==> config.mk <==
export PLATFORM = sky130hd
export DESIGN_NAME = inner_function_driver
export DESIGN_NICKNAME = d
export VERILOG_FILES = /design/src/rtl/inner_function_driver_pkg.sv /design/src/rtl/ci_result_fifo.sv /design/src/rtl/inner_function_driver.sv
export SDC_FILE = /design/constraint.sdc
export NUM_CORES = 1
export LEC_CHECK = 0
export ABC_AREA = 1
export BUFFER_PORTS_ARGS = -buffer_cell sky130_fd_sc_hd__clkbuf_2
export CAP_MARGIN = 25
export CORE_AREA = 2 2 340 342
export CTS_CLUSTER_SIZE = 28
export DETAILED_ROUTE_END_ITERATION = 16
export DIE_AREA = 0 0 342 344
export SLEW_MARGIN = 20
export SYNTH_ARGS = -nofsm -noshare
export SYNTH_HDL_FRONTEND = slang
export SYNTH_SLANG_ARGS = --single-unit
==> constraint.sdc <==
create_clock -name clock -period 2.93 [get_ports clock]
set_input_delay 0.1465 -clock clock [delete_from_list [all_inputs] [get_ports clock]]
set_output_delay 0.1465 -clock clock [all_outputs]
set_load 0.03 [all_outputs]
==> src/rtl/inner_function_driver_pkg.sv <==
// Shared types and constants for the inner_function custom-instruction driver.
package inner_function_driver_pkg;

  typedef enum logic [1:0] {
    S_IDLE  = 2'd0,
    S_RUN   = 2'd1,
    S_DRAIN = 2'd2,
    S_FIN   = 2'd3
  } state_t;

  // Accelerator start->done latency (fp_mult 5 + cordic 17); the driver itself is latency-agnostic.
  localparam int LATENCY = 22;

  function automatic int clog2p1(input int n);
    return $clog2(n + 1);
  endfunction

endpackage

==> src/rtl/ci_result_fifo.sv <==
// Synchronous first-word-fall-through FIFO collecting accelerator results.
module ci_result_fifo
  import inner_function_driver_pkg::*;
#(
  parameter int DEPTH = 32,
  parameter int WIDTH = 32,
  localparam int CW = clog2p1(DEPTH),
  localparam int PW = (DEPTH > 1) ? $clog2(DEPTH) : 1
) (
  input  logic             clock,
  input  logic             aclr_n,
  input  logic             push,
  input  logic [WIDTH-1:0] push_data,
  input  logic             pop,
  output logic [WIDTH-1:0] pop_data,
  output logic [CW-1:0]    count,
  output logic             empty,
  output logic             full
);

  logic [WIDTH-1:0] mem [DEPTH];
  logic [PW-1:0]    wr_ptr, rd_ptr;
  logic             do_push, do_pop;

  function automatic logic [PW-1:0] bump(input logic [PW-1:0] p);
    return (p == PW'(DEPTH - 1)) ? '0 : p + 1'b1;
  endfunction

  assign empty    = (count == '0);
  assign full     = (count == CW'(DEPTH));
  assign do_pop   = pop & ~empty;
  // pop frees the slot first, so push on a full FIFO is legal when popping
  assign do_push  = push & (~full | do_pop);
  assign pop_data = mem[rd_ptr];

  always_ff @(posedge clock or negedge aclr_n) begin
    if (!aclr_n) begin
      wr_ptr <= '0;
      rd_ptr <= '0;
      count  <= '0;
    end else begin
      if (do_push) wr_ptr <= bump(wr_ptr);
      if (do_pop)  rd_ptr <= bump(rd_ptr);
      case ({do_push, do_pop})
        2'b10:   count <= count + 1'b1;
        2'b01:   count <= count - 1'b1;
        default: count <= count;
      endcase
    end
  end

  always_ff @(posedge clock) begin
    if (do_push) mem[wr_ptr] <= push_data;
  end

endmodule

==> src/rtl/inner_function_driver.sv <==
// Streams a batch of samples into the start/done accelerator at full rate and
// collects the in-order returns into a host-drained result FIFO.
module inner_function_driver
  import inner_function_driver_pkg::*;
#(
  parameter int DATA_W     = 32,
  parameter int FIFO_DEPTH = 32,
  parameter int CNT_W      = 16,
  parameter int TIMEOUT    = 255
) (
  input  logic              clock,
  input  logic              aclr_n,
  input  logic              go,
  input  logic [CNT_W-1:0]  len,
  input  logic              abort,
  input  logic              in_valid,
  output logic              in_ready,
  input  logic [DATA_W-1:0] in_data,
  output logic              ci_clk_en,
  output logic              ci_start,
  output logic [DATA_W-1:0] ci_dataa,
  input  logic              ci_done,
  input  logic [DATA_W-1:0] ci_result,
  output logic              rsp_valid,
  input  logic              rsp_ready,
  output logic [DATA_W-1:0] rsp_data,
  output logic              busy,
  output logic              finished,
  output logic              err_spurious,
  output logic              err_timeout
);

  localparam int FC_W = clog2p1(FIFO_DEPTH);
  localparam int WD_W = clog2p1(TIMEOUT);

  state_t            state, state_nx;
  logic [CNT_W-1:0]  len_q, issued;
  logic [FC_W-1:0]   inflight, fifo_count;
  logic [FC_W:0]     occupancy;
  logic [WD_W-1:0]   wd_cnt;
  logic              accept, ret_ok, spurious, wd_fire, go_idle;
  logic              fifo_empty, fifo_full;

  // Credit covers both queued and in-flight results, so a return always has a slot.
  assign occupancy = {1'b0, fifo_count} + {1'b0, inflight};
  assign in_ready  = (state == S_RUN) & (issued < len_q) & ~abort & ~fifo_full
                   & (occupancy < (FC_W+1)'(FIFO_DEPTH));
  assign accept    = in_valid & in_ready;
  assign ret_ok    = ci_done & (inflight != '0);
  assign spurious  = ci_done & (inflight == '0);
  assign wd_fire   = (inflight != '0) & ~ci_done & (wd_cnt == WD_W'(TIMEOUT - 1));
  assign go_idle   = go & (state == S_IDLE);
  assign rsp_valid = ~fifo_empty;

  always_ff @(posedge clock or negedge aclr_n) begin
    if (!aclr_n) state <= S_IDLE;
    else         state <= state_nx;
  end

  always_comb begin
    state_nx = state;
    case (state)
      S_IDLE:  if (go) state_nx = (len == '0) ? S_FIN : S_RUN;
      S_RUN:   if ((issued == len_q) || abort) state_nx = S_DRAIN;
      S_DRAIN: if (inflight == '0) state_nx = S_FIN;
      default: state_nx = S_IDLE;
    endcase
    if (wd_fire) state_nx = S_FIN;
  end

  always_comb begin
    busy     = (state != S_IDLE);
    finished = (state == S_FIN);
  end

  always_ff @(posedge clock or negedge aclr_n) begin
    if (!aclr_n) begin
      len_q        <= '0;
      issued       <= '0;
      inflight     <= '0;
      wd_cnt       <= '0;
      err_spurious <= 1'b0;
      err_timeout  <= 1'b0;
      ci_start     <= 1'b0;
      ci_dataa     <= '0;
      ci_clk_en    <= 1'b0;
    end else begin
      ci_clk_en <= 1'b1;
      ci_start  <= accept;
      if (accept) ci_dataa <= in_data;

      if (go_idle) begin
        len_q  <= len;
        issued <= '0;
      end else if (accept) begin
        issued <= issued + 1'b1;
      end

      // A watchdog fire abandons outstanding work; late returns then read as spurious.
      if (wd_fire) inflight <= '0;
      else if (accept & ~ret_ok) inflight <= inflight + 1'b1;
      else if (~accept & ret_ok) inflight <= inflight - 1'b1;

      if (wd_fire || ci_done || inflight == '0) wd_cnt <= '0;
      else                                      wd_cnt <= wd_cnt + 1'b1;

      if (spurious)     err_spurious <= 1'b1;
      else if (go_idle) err_spurious <= 1'b0;
      if (wd_fire)      err_timeout  <= 1'b1;
      else if (go_idle) err_timeout  <= 1'b0;
    end
  end

  ci_result_fifo #(
    .DEPTH (FIFO_DEPTH),
    .WIDTH (DATA_W)
  ) u_fifo (
    .clock     (clock),
    .aclr_n    (aclr_n),
    .push      (ret_ok),
    .push_data (ci_result),
    .pop       (rsp_ready),
    .pop_data  (rsp_data),
    .count     (fifo_count),
    .empty     (fifo_empty),
    .full      (fifo_full)
  );

endmodule
# Word level (Yosys, flattened, before mapping)
# Memories as Yosys holds them, arrays and structs flattened.
# Cells that the tools add are included.
[totals]
regBits = 100
ram_bits = 1024
in_bits = 87
output_inout_bits = 72
elab_cells = 94
n_memories = 1
[memory_table]
columns = ["name", "depth", "width", "rd", "rd_clocked_by_memory_dff", "write_ports", "line", "text"]
rows = [
  ["u_fifo.mem", 32, 32, 1, 0, 1, "ci_result_fifo.sv:21", "logic [WIDTH-1:0] mem [DEPTH];"],
]
[classes]
addsub = 9
order_cmp = 2
eq_ne = 13
n_mux = 20
bitwise_logic = 21
reduce_logical = 15
[op_table]
columns = ["operator", "n"]
rows = [
  ["2-to-1 mux 16 bit", 2],
  ["2-to-1 mux 6 bit", 3],
  ["adder 16 x 1 -> 16 bit, second input constant", 1],
  ["== test 16 bit", 1],
  ["logical NOT 16 bit", 1],
  ["less-than comparator 16 bit", 1],
  ["AND 1 bit", 14],
  ["adder 6 x 1 -> 6 bit, second input constant", 2],
  ["logical NOT 6 bit", 2],
  ["one-hot mux 6 bit (2 select lines)", 1],
  ["subtractor 6 x 1 -> 6 bit, second input constant", 2],
  ["adder 5 x 1 -> 5 bit, second input constant", 2],
  ["== test 5 bit, second input constant", 2],
  ["2-to-1 mux 2 bit", 5],
  ["2-to-1 mux 5 bit", 2],
  ["nonzero test 2 bit", 5],
  ["adder 8 x 1 -> 8 bit, second input constant", 1],
  ["== test 8 bit, second input constant", 1],
  ["2-to-1 mux 8 bit", 1],
  ["adder 6 x 6 -> 7 bit", 1],
  ["less-than comparator 7 x 6 -> 1 bit, second input constant", 1],
  ["== test 2 bit, second input constant", 3],
  ["== test 6 bit, second input constant", 1],
  ["inequality test 3 bit, second input constant", 2],
  ["other kinds (11)", 23],
]

# Longest topological paths before layout
[logic_depth]
word_depth = 11
mapped_depth = 23
ltp_nobuf = 23

# Modules after synthesis
# A second synthesis with hierarchy kept.
[unflattened]
hier_cells = 4307
area_unflattened_um2 = 46972.6
[modules_own_cells]
columns = ["module", "instances", "cells_per_inst", "area_per_inst_um2"]
rows = [
  ["ci_result_fifo", 1, 3755, 42477.0],
  ["inner_function_driver", 1, 552, 4495.6],
]

# Worst setup path after synthesis
# No wires, ideal clock.
[synth_path]
kind = "register to register"
start = "reg inflight[0]"
end = "mem u_fifo.mem[0][0] (enable)"
setup_ns = 0.421
arrival_time_ns = 2.610
path_slack_ns = -0.101
stages_incl_launch_ff = 10
n_path_buf = 1
synth_period_minus_slack_ns = 3.031
path_cell_list = "dfrtp_1 inv_1 nand4_1 nand2_1 inv_1 o21ai_2 inv_2 buf_4 nand2_2 nor2_1"
[synth_between]
elab_chain_cells = 5
[synth_rtl]
columns = ["element", "line", "text"]
rows = [
  ["from (decl)", "inner_function_driver.sv:38", "logic [FC_W-1:0] inflight, fifo_count;"],
  ["from (signal assigned)", "inner_function_driver.sv:101", "else if (accept & ~ret_ok) inflight <= inflight + 1'b1;"],
  ["from (signal assigned)", "inner_function_driver.sv:102", "else if (~accept & ret_ok) inflight <= inflight - 1'b1;"],
  ["nonzero test 6 bit", "inner_function_driver.sv:49", "assign ret_ok = ci_done & (inflight != '0);"],
  ["AND 1 bit", "inner_function_driver.sv:49", ""],
  ["AND 1 bit", "ci_result_fifo.sv:33", "assign do_push = push & (~full | do_pop);"],
  ["2-to-1 mux 1 bit", "ci_result_fifo.sv:53", "if (do_push) mem[wr_ptr] <= push_data;"],
  ["2-to-1 mux 1 bit (not written as such)", "ci_result_fifo.sv:53", ""],
  ["to (decl)", "ci_result_fifo.sv:21", ""],
]
# No other way between the ends.

# Worst setup path after layout
[layout_path]
start = "reg u_fifo.rd_ptr[0]"
end = "out rsp_data[21]"
[layout_between]
elab_chain_cells = 1
[layout_rtl]
columns = ["element", "line", "text"]
rows = [
  ["from (decl)", "ci_result_fifo.sv:22", "logic [PW-1:0] wr_ptr, rd_ptr;"],
  ["from (signal assigned)", "ci_result_fifo.sv:43", "if (do_pop) rd_ptr <= bump(rd_ptr);"],
  ["memory (32 x 32 bit)", "n/a", ""],
  ["to (decl)", "inner_function_driver.sv:26", "output logic [DATA_W-1:0] rsp_data,"],
]
# No other way between the ends.

==> summary.txt <==
Run status - finished with violations
Failing checks - setup timing
GP Congestion - 0.799
Via/cell ratio - 5.78
Synth warn - 0
Stages on worst setup path - 10
Crit path from - u_fifo.rd_ptr[0]
Worst Max-Slew Pin Slew - 739 ps
R2R cell count - 14
GRT busiest layer - met2
Vias in the first global route - 29.8k
VDD IR max - 1.06 mV
Max-Cap Viols - 0
Mapped Cells - 3504
Crit-path max cell delay - 550 ps
Routed WL per cell - 25.9 um
Reg2reg start - issued[15]
Leakage Power - 19.4 nW
Clock sink total - 1124
Critical path's slowest cell - dfrtp_4
# IOs - 159
All-layer global routing usage - 23.0%
Area Growth Syn to Fin - 23.7%
Filler cell count - 9803
CP Max Fanout - 14
Relative slew slack - 50.7%
Die Footprint - 118000 um2
Arrival @ worst endpoint - 2880 ps
Sum of negative setup slack - -439 ps
Critical Path End - rsp_data[21]
Final Hold Vio Count - 0
Critical path class - flop to primary output
Clk buf depth - 3
Max-slew violations - 0
WP buf/inv - 4
WL final - 141000 um
Global route overflow - 0
# port buffers - 158
FMAX - 330 MHz
Worst hold path class - input port to asynchronous set/reset pin
Worst R2R End - inflight[4]
M2 GR Usage - 36.6%
Worst path cell trace - buf_12 -> inv_16 -> buf_4 -> o21ai_0 -> o221ai_1 -> nand3_1 -> nand2_1 -> nor2_1 -> a21oi_2 -> clkbuf_8
Unrepaired setup endpoints after global routing - true
Final worst setup slack - -96.2 ps
Ys flop type - edfxtp_1
R2r setup slk - 210 ps
Synth unique cells - 48
Initial Utilization - 39.7%
Post-Syn Area - 45300 um2
Cell Pwr Density - 976 nW/um2
Initial antenna violation count - 11
Final setup vio count - 15
Fin nets - 3975
DRT iter0 DRCs - 3576
Post-synth EDFFs - 1024
Worst setup SP type - flop
Critical Path Sink Type - primary output
CTS tree - built
Syn_area_per_cell - 12.9 um2
DPL Wire Length - 72900 um
Design Area, Final - 56000 um2
Total CTS buffers - 114
Register area share after synthesis - 73.5%
Root buf cell - clkbuf_16
Fraction of layout cells with a size suffix above 1 - 17.5%
DR vias - 31.5k
H-Tree Level Count - 3
Worst-Skew Late Latency - 730 ps
Post-Syn Nets - 3636
Global-route wire length before repair - 199000 um
Critical path required time - 2780 ps
Largest net degree at the start of global routing - 76
Cell area after placement - 49300 um2
Reg clk slew, reported paths - 60 ps
Crit-path leading delay family - buffers and inverters
Post-route clock skew - 67.3 ps
Core Box Area - 114000 um2
Final min period - 3030 ps
Synthesis-stage register bit count - 1124
Routing usage on met3 - 4.37%
Crit share post-route - 103%
DRC Markers - 0
Routed Antenna Nets - 0
Die width - 342 um
Synth async-reset ratio - 8.90%
Chip height - 344 um
Num rows - 124
GR met1 Demand/Resource - 31.9%
First-pass DRT Iterations - 6
## how the worst min path moves through the flow
stage	slack, ps	cells past startpoint	to	startpoint
4_1_cts	10	1	u_fifo.mem[22][4]	ci_result[4]
3_3_place_gp	260	1	err_timeout	aclr_n
6_report	9	2	err_timeout	aclr_n
2_1_floorplan	-150	0	ci_clk_en	aclr_n
5_1_grt	50	1	u_fifo.mem[21][4]	ci_result[4]
3_5_place_dp	260	1	err_timeout	aclr_n
## metal layers
metal / vias to the layer above / routed length, um
met5: - / 32
met4: 6 / 4780
met3: 278 / 12600
met2: 1595 / 65400
met1: 15800 / 58200
li1: 13800 / -
## through the flow
stage                     power [mW]  hold WS [ps]  util, %  cells  worst slack (ps)
after detailed placement        36.4           256     43.3   5105               201
after global routing            56.9          51.3     49.2   5449              -160
after global placement          36.3           255     43.3   5105               188
final                           54.7          9.21     49.2   5450             -96.2
after floorplan                 29.6          -149        -   3504              -101
after CTS                       53.7          12.7     48.5   5423              -101
## cell usage in the layout, fill, tap and decap left out, drive strengths merged, types with 3 or more instances in the layout
cell,n
bufbuf,8
inv,90
a21oi,49
o221ai,198
nor3b,4
nand3,113
xnor2,6
o21ai,603
clkinv,58
nand2,236
a31oi,33
nor2,665
dfrtp,100
buf,223
nor3,8
clkinvlp,3
diode,4
clkbuf,297
ha,43
o31ai,7
dlygate4sd3,55
o22ai,58
edfxtp,1024
nand4,8
xor2,14
nor4,5
bufinv,13
## logic make-up (layout without fill, tap and decap cells)
family,Yosys count,count (layout),synth area share (%)
buf+inv,317,747,3.02
other cells,1,5,0.00828
fa+ha+maj,45,45,1.28
simple gates,1044,1044,9.31
flops,1124,1124,73.5
xor+xnor,20,20,0.387
compound gates,953,953,12.5
## timing repair
action	CTS	global route
endpoints found under the hold margin	123	0
setup endpoints to repair	32	35
setup buffers	28	5
pin swaps	31	38
hold buffers	55	0
gates cloned	28	18
resized for setup	163	105
## layout make-up
type | instances | area [um2] | share of cell area, %
tap | 1512 | 1890 | 3.38
timing repair buffer | 450 | 5470 | 9.77
clock buffer | 133 | 3010 | 5.37
antenna | 4 | 10.0 | 0.0179
clock inverter | 74 | 734 | 1.31
timing repair inverter | 7 | 95.1 | 0.170
multi-input combinational | 2063 | 11100 | 19.9
inverter | 83 | 379 | 0.677
sequential | 1124 | 33300 | 59.4
## synth_stat cells, types with 2 or more instances
cell      count  area, um2
o21ai_0     569       2850
o221ai_1    198       1730
and3_1        2       12.5
buf_6         7       78.8
a31oi_1      33        206
edfxtp_1   1024      30700
ha_1         43        538
a21oi_1      48        240
nor2_2        2       12.5
inv_1        78        293
buf_2        53        265
nor3b_1       4       30.0
nor2_1      662       2480
o31ai_1       7       52.6
nand3_1     111        556
xor2_1       14        123
nand4_1       7       43.8
clkbuf_1    158        593
nor4_1        5       31.3
nand2_1     218        818
o22ai_1      58        363
nand3b_1      2       15.0
nand2_2      18        113
buf_1         2       7.51
nor3_1        8       40.0
fa_1          2       40.0
xnor2_1       6       52.6
dfrtp_1     100       2500
o21ai_1      33        165
inv_2         3       11.3
buf_4        12       90.1
## power by group
group / switching, mW / internal [mW] / total [mW] / leakage (nW)
logic: 13.1 / 7.51 / 20.6 / 7.03
clock network: 6.21 / 8.45 / 14.7 / 1.82
registers: 0.596 / 18.8 / 19.4 / 10.5
## flip-flops by register name, indices dropped and copies added, names as in the netlist
signal	flops
err_spurious	1
issued	16
u_fifo.wr_ptr	5
u_fifo.mem	1024
ci_dataa	32
len_q	16
inflight	6
ci_clk_en	1
u_fifo.count	6
ci_start	1
state	2
u_fifo.rd_ptr	5
err_timeout	1
wd_cnt	8
No activity file was read; power rests on OpenSTA's default activity.
